## src/rtl/mx_wb_pipe_pkg.sv

```systemverilog
// mx_pkg: shared defaults, write-back source encodings and helpers
// for the write-back pipe (mx_wb_pipe) and its selector (mx_nsel).
package mx_pkg;

  localparam int unsigned DATA_W_DEF = 32;
  localparam int unsigned RD_W_DEF   = 5;

  typedef enum logic [3:0] {
    SRC_PC  = 4'd0,
    SRC_DM  = 4'd1,
    SRC_ALU = 4'd2,
    SRC_IMM = 4'd3
  } src_e;

  // Register index is non-zero (r0 writes are dropped); indices up to 16 bits.
  function automatic logic rd_nonzero(input logic [15:0] rd);
    return rd != '0;
  endfunction

endpackage

```

## src/rtl/mx_wb_pipe_nsel.sv

```systemverilog
// mx_nsel: combinational N_SRC-to-1 word selector with out-of-range flag.
// Indices >= N_SRC fall back to source DEFAULT_SRC.
module mx_nsel #(
  parameter int unsigned DATA_W      = 32,
  parameter int unsigned N_SRC       = 4,
  parameter int unsigned SEL_W       = $clog2(N_SRC),
  parameter int unsigned DEFAULT_SRC = 0
) (
  input  logic [N_SRC*DATA_W-1:0] in_data,
  input  logic [SEL_W-1:0]        in_sel,
  output logic [DATA_W-1:0]       out_data,
  output logic                    out_of_range
);

  // Pick the indexed source, or the default source when no index matches.
  always_comb begin
    out_data     = in_data[DEFAULT_SRC*DATA_W +: DATA_W];
    out_of_range = 1'b1;
    for (int unsigned k = 0; k < N_SRC; k++) begin
      if (in_sel == SEL_W'(k)) begin
        out_data     = in_data[k*DATA_W +: DATA_W];
        out_of_range = 1'b0;
      end
    end
  end

endmodule

```

## src/rtl/mx_wb_pipe.sv

```systemverilog
// mx_wb_pipe: registered write-back source mux with valid/ready handshake
// toward the register bank.
// Optional build macro MX_WB_SKID_EN: adds a skid entry so in_ready is
// registered (no combinational path from out_ready).
module mx_wb_pipe
  import mx_pkg::*;
#(
  parameter int unsigned DATA_W      = DATA_W_DEF,
  parameter int unsigned N_SRC       = 4,
  parameter int unsigned SEL_W       = $clog2(N_SRC),
  parameter int unsigned RD_W        = RD_W_DEF,
  parameter int unsigned DEFAULT_SRC = 0
) (
  input  logic                    clk,
  input  logic                    rst_n,
  input  logic                    in_valid,
  output logic                    in_ready,
  input  logic [N_SRC*DATA_W-1:0] in_data,
  input  logic [SEL_W-1:0]        in_sel,
  input  logic [RD_W-1:0]         in_rd,
  output logic                    out_valid,
  input  logic                    out_ready,
  output logic [DATA_W-1:0]       out_data,
  output logic [RD_W-1:0]         out_rd,
  output logic                    out_we,
  output logic                    sel_err
);

  logic [DATA_W-1:0] sel_data;
  logic              sel_oor;
  logic              acc;
  logic              pop;

  mx_nsel #(
    .DATA_W      (DATA_W),
    .N_SRC       (N_SRC),
    .SEL_W       (SEL_W),
    .DEFAULT_SRC (DEFAULT_SRC)
  ) u_nsel (
    .in_data      (in_data),
    .in_sel       (in_sel),
    .out_data     (sel_data),
    .out_of_range (sel_oor)
  );

  assign acc = in_valid && in_ready;
  assign pop = out_valid && out_ready;

  // Write enable from registered state only; suppressed while in reset.
  assign out_we = rst_n && out_valid && rd_nonzero(16'(out_rd));

`ifdef MX_WB_SKID_EN
  logic              skid_full;
  logic [DATA_W-1:0] skid_data;
  logic [RD_W-1:0]   skid_rd;

  assign in_ready = !skid_full;

  // Output register plus one skid entry; the skid entry drains first to keep order.
  always_ff @(posedge clk) begin
    if (!rst_n) begin
      out_valid <= 1'b0;
      out_data  <= '0;
      out_rd    <= '0;
      skid_full <= 1'b0;
      skid_data <= '0;
      skid_rd   <= '0;
      sel_err   <= 1'b0;
    end else begin
      if (acc && sel_oor) sel_err <= 1'b1;
      if (skid_full) begin
        if (pop) begin
          out_data  <= skid_data;
          out_rd    <= skid_rd;
          skid_full <= 1'b0;
        end
      end else if (acc) begin
        if (!out_valid || pop) begin
          out_valid <= 1'b1;
          out_data  <= sel_data;
          out_rd    <= in_rd;
        end else begin
          skid_full <= 1'b1;
          skid_data <= sel_data;
          skid_rd   <= in_rd;
        end
      end else if (pop) begin
        out_valid <= 1'b0;
      end
    end
  end
`else
  assign in_ready = !out_valid || out_ready;

  // Single output register: load on accept, clear valid on a pop without accept.
  always_ff @(posedge clk) begin
    if (!rst_n) begin
      out_valid <= 1'b0;
      out_data  <= '0;
      out_rd    <= '0;
      sel_err   <= 1'b0;
    end else begin
      if (acc && sel_oor) sel_err <= 1'b1;
      if (acc) begin
        out_valid <= 1'b1;
        out_data  <= sel_data;
        out_rd    <= in_rd;
      end else if (pop) begin
        out_valid <= 1'b0;
      end
    end
  end
`endif

endmodule

```

## config.mk

```make
export PLATFORM = sky130hd
export DESIGN_NAME = mx_wb_pipe
export DESIGN_NICKNAME = d
export VERILOG_FILES = /design/src/rtl/mx_wb_pipe_pkg.sv /design/src/rtl/mx_wb_pipe_nsel.sv /design/src/rtl/mx_wb_pipe.sv
export SDC_FILE = /design/constraint.sdc
export NUM_CORES = 1
export LEC_CHECK = 0
export ABC_CLOCK_PERIOD_IN_PS = 1400
export CORE_ASPECT_RATIO = 2
export CORE_UTILIZATION = 29
export CTS_CLUSTER_DIAMETER = 200
export DETAILED_ROUTE_END_ITERATION = 6
export PLACE_DENSITY_LB_ADDON = 0.3
export SKIP_CTS_REPAIR_TIMING = 1
export SLEW_MARGIN = 30
export SYNTH_ARGS = -nofsm -noshare
export SYNTH_HDL_FRONTEND = slang
export SYNTH_SLANG_ARGS = --single-unit
```

## constraint.sdc

```tcl
create_clock -name clk -period 1.4 [get_ports clk]
set_clock_uncertainty 0.15 [all_clocks]
set_input_delay 0.28 -clock clk [delete_from_list [all_inputs] [get_ports clk]]
set_output_delay 0.28 -clock clk [all_outputs]
set_load 0.02 [all_outputs]
```

Word level (Yosys, flattened, before mapping)
Cells that the tools add are included.
{ "classes": {"n_eq_ne": 3, "n_mux": 9, "n_reduce_logical": 10} }
{ "ops": {"columns": ["operator", "n"], "rows": [
  ["32-bit 2-to-1 mux", 3],
  ["1-bit 2-to-1 mux", 6],
  ["1-bit logical AND", 5],
  ["5-bit nonzero test", 1],
  ["2-bit == test (second input constant)", 2],
  ["2-bit by 1-bit == test with 1-bit output (second input constant)", 1],
  ["2-bit zero test", 1],
  ["2-bit nonzero test", 1],
  ["1-bit zero test", 1],
  ["1-bit logical OR", 1]
]} }
{ "totals": {"register_bits": 39, "inputBits": 139, "wordCells": 26} }

Depth between registers and ports, before layout
Gate-level depths: netlist of run 1.
{ "depth": {"ltp_word": 6, "depth_mapped": 6} }

Modules after synthesis
From an unflattened synthesis of run 1, not the netlist that was laid out.
{ "unflattened": {"cells_unflattened": 212, "hier_area_um2": 2438.6} }
{ "modules_own_cells": {"columns": ["module", "n_inst", "cells_per_inst", "area_each_um2", "seq_area_each_um2"], "rows": [
  ["mx_wb_pipe", 1, 171, 1612.8, 780.7],
  ["mx_nsel", 1, 41, 825.8, 0.0]
]} }

Worst setup path after synthesis of run 1
No wires, ideal clock.
{ "synth_timing": {"path_type": "register -> register", "startpoint": "reg out_valid", "endpoint": "reg out_data[0]", "arrival_ps": 1364, "slack_ps": -231, "stages_incl_launch_ff": 7, "path_buffers": 2, "path_cell_list": "dfxtp_1 -> and2b_2 -> inv_4 -> and3_4 -> buf_4 -> buf_6 -> a22o_1"} }
{ "synth_between": {"elab_chain_len": 3} }
{ "synth_rtl": {"columns": ["item", "line", "source"], "rows": [
  ["start, declared", "mx_wb_pipe.sv:21", "output logic out_valid,"],
  ["start signal, assigned", "mx_wb_pipe.sv:98", "out_valid <= 1'b0;"],
  ["start signal, assigned", "mx_wb_pipe.sv:105", "out_valid <= 1'b1;"],
  ["start signal, assigned", "mx_wb_pipe.sv:109", "out_valid <= 1'b0;"],
  ["1-bit zero test", "mx_wb_pipe.sv:93", "assign in_ready = !out_valid || out_ready;"],
  ["1-bit logical OR", "mx_wb_pipe.sv:93", null],
  ["net in_ready", "mx_wb_pipe.sv:17", "output logic in_ready,"],
  ["1-bit logical AND", "mx_wb_pipe.sv:46", "assign acc = in_valid && in_ready;"],
  ["end signal, assigned", "mx_wb_pipe.sv:106", "out_data <= sel_data;"],
  ["end, declared", "mx_wb_pipe.sv:23", "output logic [DATA_W-1:0] out_data,"]
]} }
The timed path passes the listed nets, and every way through them passes these cells.
A chain may end at the register's enable or synchronous reset.

Final worst setup path of run 1
{ "layout_timing": {"startpoint": "reg out_rd[4]", "endpoint": "out out_we"} }
{ "layout_between": {"elab_chain_len": 2} }
{ "layout_rtl": {"columns": ["item", "line", "source"], "rows": [
  ["start, declared", "mx_wb_pipe.sv:24", "output logic [RD_W-1:0] out_rd,"],
  ["start signal, assigned", "mx_wb_pipe.sv:107", "out_rd <= in_rd;"],
  ["5-bit nonzero test", "mx_wb_pipe_pkg.sv:17", "return rd != '0;"],
  ["1-bit logical AND", "mx_wb_pipe.sv:50", "assign out_we = rst_n && out_valid && rd_nonzero(16'(out_rd));"],
  ["end, declared", "mx_wb_pipe.sv:25", "output logic out_we,"]
]} }
Every way passes these cells.

==> flow_metrics.tcl, run 1 <==
set metrics [dict create \
    cts_buffer_depth 2 \
    maxSlewHeadroom_pct 76.8 \
    r2r-end "out_data[16]$_SDFFE_PN0P_" \
    drcViolationCount 0 \
    fp.dieW_um 62.0 \
    async_flop_share_pct 0 \
    drive_above_1_share_pct 24.3 \
    cp.required_ps 970 \
    period_share_pct 132 \
    synthMostInstantiatedCell "dfxtp_1" \
    setup_viol 34 \
    synth_area_per_cell_sq_um 14.7 \
    final-seq-area_sq_um 787 \
    synth_common_cells "dfxtp_1, a22o_1, mux4_2, a21boi_0" \
    status "complete, but fails checks" \
    insertion_delay_ps 280 \
    layout_setup_ws_ps -445 \
    ys_ff_latch 39 \
    hold_path_depth 2 \
    rows 43 \
    drt_iter0_markers 58 \
    fin_crit_ps 1850 \
    synth_top_area_share_pct 37.3 \
    area_delta_synth_final_pct 118 \
    reg2regPathDepth 7 \
    via_per_inst 5.02 \
    holdPathEnd "out_rd[3]$_SDFFE_PN0P_" \
    multiInputGateArea_sq_um 1210 \
    grt_max_degree 33 \
    post-place-ws_ps -636 \
    rrSetupSlack_ps -210 \
    worstPathArrival_ps 1420 \
    finalHoldViolCount 0 \
    utilization_pct 65.8 \
    max_freq_mhz 542 \
    syn_area_sq_um 2090 \
    timing.rr.start "out_valid$_SDFFE_PN0P_" \
    ys_types 21 \
    leakage_nw 2.33 \
    grt_pass1_wl_mm 10.6 \
    routedWlPerCell_um 19.8 \
    final-max-slew-violation-count 0 \
    initial_utilization_pct 30.1 \
    firstDrtPassIters 4 \
    die_h_um 122 \
    synth_cells 142 \
    nets 483 \
    cts_tree "built" \
    ir_drop_mv 0.616 \
    cp-end-kind "output pin" \
    ys_warn_count 0 \
    crit_type "flop to output pin" \
    io_pins 180 \
    drv_cap 0 \
    seq_area_frac_synth_pct 37.3 \
    startpoint_type "flop" \
    dieArea_sq_um 7570 \
    ant_nets 0 \
    vias 2183 \
    p_per_area_nw_per_um2 846 \
    place_congestion 0.782 \
    worstHoldStart "rst_n" \
    clock-sinks 39 \
    synth_edf_count 0 \
    syn-num-nets 281 \
    h-tree-depth 2 \
    synth_area_leaders "dfxtp_1, mux4_2, a22o_1" \
    wl_mm 8.63 \
    worst_pin_slew_ps 347 \
    antennaDiodeCount 0 \
    yosysTopAreaCell "dfxtp_1" \
    dpl.hpwl_mm 5.96 \
    antenna_found_initial 0 \
    finalSetupTns_ps -5890 \
    failed_checks "negative setup slack" \
    io_buffers 179 \
    overflow 0 \
    cts_root_buf "clkbuf_16" \
    numCtsBuffers 5 \
    grt.total_usage_pct 19.9 \
    clk_pin_slew_ps 60 \
    synth_top_flop_cell "dfxtp_1" \
    core_area_sq_um 6940 \
    grt_pass1_vias 2134 \
    hp-class "primary input to flop" \
    n_fill_cell 528 \
    worstPathMaxFanout 2 \
    rsz0062_at_grt "true" \
]
-- worst max-delay path by stage --
stage / cells past startpoint / startpoint / slack [ps] / to
finish: 3 / out_rd[4]$_SDFFE_PN0P_ / -450 / out_we
CTS: 3 / out_rd[4]$_SDFFE_PN0P_ / -860 / out_we
detailed placement: 3 / rst_n / -640 / out_we
global route: 3 / out_rd[4]$_SDFFE_PN0P_ / -470 / out_we
floorplan: 2 / out_rd[4]$_SDFFE_PN0P_ / -90 / out_we
global placement: 4 / out_ready / -630 / in_ready
-- kinds of logic (layout without fill, tap and decap cells) --
kind of cell           Yosys count  count (layout)  share of synthesized area [%]
AND/OR/NAND/NOR                  9              12                           2.75
flip-flops                      39              39                           37.3
multiplexers                    32              32                           34.8
AO/OA/AOI/OAI                   45              45                           17.8
buffers and inverters           17             217                           7.30
-- report_power, final --
group | switching [mW] | leakage [nW] | internal (mW)
clock network | 0.450 | 0.0911 | 1.02
logic | 0.386 | 1.91 | 0.768
registers | 0.0455 | 0.322 | 1.19
-- sequential cells by signal (all words and copies together) (netlist names) --
register / cells
out_data: 32
out_rd: 5
out_valid: 1
sel_err: 1
-- cell usage in the layout, fill, tap and decap left out, types with 2 or more instances in the layout --
cell type and instances:
dfxtp_1 36, bufinv_16 2, dfxtp_2 2, clkdlybuf4s50_1 133
mux4_2 31, o21ai_0 5, dlymetal6s2s_1 40, buf_4 10
clkbuf_16 9, and3_4 4, a21boi_0 6, buf_8 2
buf_12 5, clkbuf_2 3, nand3_1 5, a22o_1 32
buf_6 9
-- routing by layer --
metal	global-route usage [%]	vias to the layer above	wire length (um)
met5	0	-	0
met4	8.89	0	238
met3	6.79	16	651
met2	36.2	115	5070
met1	18.8	1049	2680
li1	-	1003	-
-- final cells by class --
class | count | share of cell area, %
timing repair buffer | 207 | 49.4
inverter | 2 | 0.219
clock inverter | 2 | 1.31
tap | 90 | 2.47
clock buffer | 6 | 2.82
multi-input combinational | 89 | 26.5
sequential | 39 | 17.2
-- stage by stage --
stage,cells,hold WS [ps],power (mW),area [sq um]
after floorplan,142,257,1.71,2110
after global placement,411,293,2.32,4020
after detailed placement,411,294,2.33,4020
after CTS,419,313,3.81,4210
after global routing,435,230,4.00,4570
final,435,211,3.86,4570
-- critical path: stages (launching register included) --
cell	delay, ps
dfxtp_2	310
or3_4	370
o311a_4	310
buf_6	130
(Power assumes the default switching activity.)
==> run 2, diff against run 1 <==
--- a/config.mk
+++ b/config.mk
@@ -10,6 +10,7 @@
 export CORE_UTILIZATION = 29
 export CTS_CLUSTER_DIAMETER = 200
 export DETAILED_ROUTE_END_ITERATION = 6
+export HOLD_SLACK_MARGIN = 0.15
 export PLACE_DENSITY_LB_ADDON = 0.3
 export SKIP_CTS_REPAIR_TIMING = 1
 export SLEW_MARGIN = 30
==> results of run 2 <==
Final layout, timing and power as in run 1 (identical DEF).
==> run 3, diff against run 2 <==
--- a/config.mk
+++ b/config.mk
@@ -12,6 +12,7 @@
 export DETAILED_ROUTE_END_ITERATION = 6
 export HOLD_SLACK_MARGIN = 0.15
 export PLACE_DENSITY_LB_ADDON = 0.3
+export SETUP_SLACK_MARGIN = 0.02
 export SKIP_CTS_REPAIR_TIMING = 1
 export SLEW_MARGIN = 30
 export SYNTH_ARGS = -nofsm -noshare
==> run 3 against run 2 <==
  * The run still ends with negative setup slack left
  * Critical endpoint unchanged
  * Sequential cell count unchanged
  * Die area did not move
  * Clock-buffer cell count grew 1
  * Non-clock buffer count is 5 lower
  * Clock power decreased by 24%
  * Global-route usage shrank 0.59 points
  * Via count is 0.87% higher
  * Critical path type unchanged
  * Wire length decreased by 5.8%
  * Setup slack lost 13 ps
  * Total power is 10% lower
  * Largest cell class unchanged
  * Utilization fell by 2.1 points
==> flow_metrics.tcl, run 3 (same netlist as run 1, synthesis figures left out) <==
set metrics [dict create \
    finalNonFillerCells 429 \
    grt_pass1_vias 2222 \
    rsz0062_at_grt "true" \
    cp-end-kind "output pin" \
    io_pins 180 \
    insertion_delay_ps 280 \
    finalHoldViolCount 0 \
    rows 43 \
    mostFrequentLayoutCell "clkdlybuf4s50_1" \
    final-max-slew-violation-count 0 \
    max_freq_mhz 538 \
    grtUsageMet1_pct 18.2 \
    grt_use_met3_pct 5.94 \
    failed_checks "negative setup slack" \
    antennaDiodeCount 0 \
    p_per_area_nw_per_um2 787 \
    core_area_sq_um 6940 \
    h-tree-depth 2 \
    worst_pin_slew_ps 275 \
    vias 2202 \
    critical_path.slowest_cell "or3_1" \
    crit_type "flop to output pin" \
    clk_pin_slew_ps 50 \
    final_cell_mix "clkdlybuf4s50_1, dlymetal6s2s_1, dfxtp_1" \
    worstPathArrival_ps 1430 \
    drv_cap 0 \
    area_delta_synth_final_pct 112 \
    via_per_inst 5.13 \
    top_register "out_data" \
    cp_slowest_stage_delay_ps 390 \
    status "complete, but fails checks" \
    dp_cells 410 \
    grt_max_degree 33 \
    nets 477 \
    clock-sinks 39 \
    drive_above_1_share_pct 23.6 \
    cts_buffer_depth 2 \
    numCtsBuffers 5 \
    die_h_um 122 \
    maxSlewHeadroom_pct 81.7 \
    fp.dieW_um 62.0 \
    ir_drop_mv 0.531 \
    crit_chain "or3_1, o311a_4, buf_6" \
    routedWlPerCell_um 18.9 \
    ant_nets 0 \
    cp.required_ps 970 \
    place_congestion 0.824 \
    layout_setup_ws_ps -458 \
    grt_use_met2_pct 35.8 \
    setup_viol 35 \
    firstDrtPassIters 4 \
    leakage_nw 2.24 \
    cts_tree "built" \
    wl_mm 8.13 \
    top_regs "out_data: 32 flops, out_rd: 5 flops" \
    top_usage_layer "met2" \
    worstPathMaxFanout 2 \
    largest_reg_flops 32 \
    startpoint_type "flop" \
    grt.total_usage_pct 19.3 \
    drcViolationCount 0 \
    antenna_found_initial 0 \
    cp_top_family "simple AND/OR/NAND/NOR gates" \
    drt_iter0_markers 60 \
    period_share_pct 133 \
    utilization_pct 63.7 \
    io_buffers 179 \
    grt_pass1_wl_mm 10.5 \
    dpl.hpwl_mm 5.90 \
    cp_num_buf_inv 1 \
    dieArea_sq_um 7570 \
    fin_crit_ps 1860 \
    cts_root_buf "clkbuf_16" \
    overflow 0 \
    hp-class "flop to flop" \
    initial_utilization_pct 30.1 \
]
## run 3: cell count changes in the layout (fill, tap and decap cells not counted), moves of 2 or more
cell | before | now
bufinv_16 | 2 | 0
clkdlybuf4s50_1 | 133 | 135
buf_6 | 9 | 7
nand3_1 | 5 | 3
a21boi_0 | 6 | 4
nand3_2 | 0 | 2
and3_4 | 4 | 2
dlymetal6s2s_1 | 40 | 38
clkbuf_16 | 9 | 6
a21boi_1 | 0 | 2
## run 3: stage by stage
stage	instance area [sq um]	TNS (ps)	hold slack [ps]	setup WS [ps]	power [mW]
after floorplan	2110	-2630	257	-88.8	1.71
after global placement	4020	-20840	294	-631	2.31
after detailed placement	4020	-21880	293	-622	2.33
after CTS	4160	-21950	310	-832	3.45
final	4420	-6050	314	-458	3.48
after global routing	4420	-7450	329	-480	3.63
## run 3: cell type report
class	count	area [sq um]
clock buffers	7	143
clock inverters	1	5.00
fillers	540	2520
inverters	2	10.0
multi-input cells	88	1200
flip-flops and latches	39	788
well taps	90	113
repair buffers	202	2160
## run 3: final timing paths
path,start,endpoint,slack (ps),cells past startpoint
max,out_rd[0]$_SDFFE_PN0P_,out_we,-460,3
min,sel_err$_SDFFE_PN0P_,sel_err$_SDFFE_PN0P_,310,1
max reg2reg,out_valid$_SDFFE_PN0P_,out_data[21]$_SDFFE_PN0P_,-200,7
min reg2reg,sel_err$_SDFFE_PN0P_,sel_err$_SDFFE_PN0P_,310,1
## run 3: power by group
part	switching [mW]	internal, mW
logic	0.374	0.740
clock network	0.419	0.706
registers	0.0460	1.19
total	0.839	2.64
## run 3: layer usage
layer,vias up,routed length [um],share of wire (%)
met2,134,4800,59
met3,21,707,8.7
li1,992,-,-
met1,1055,2410,30
met4,0,213,2.6
met5,-,0,0
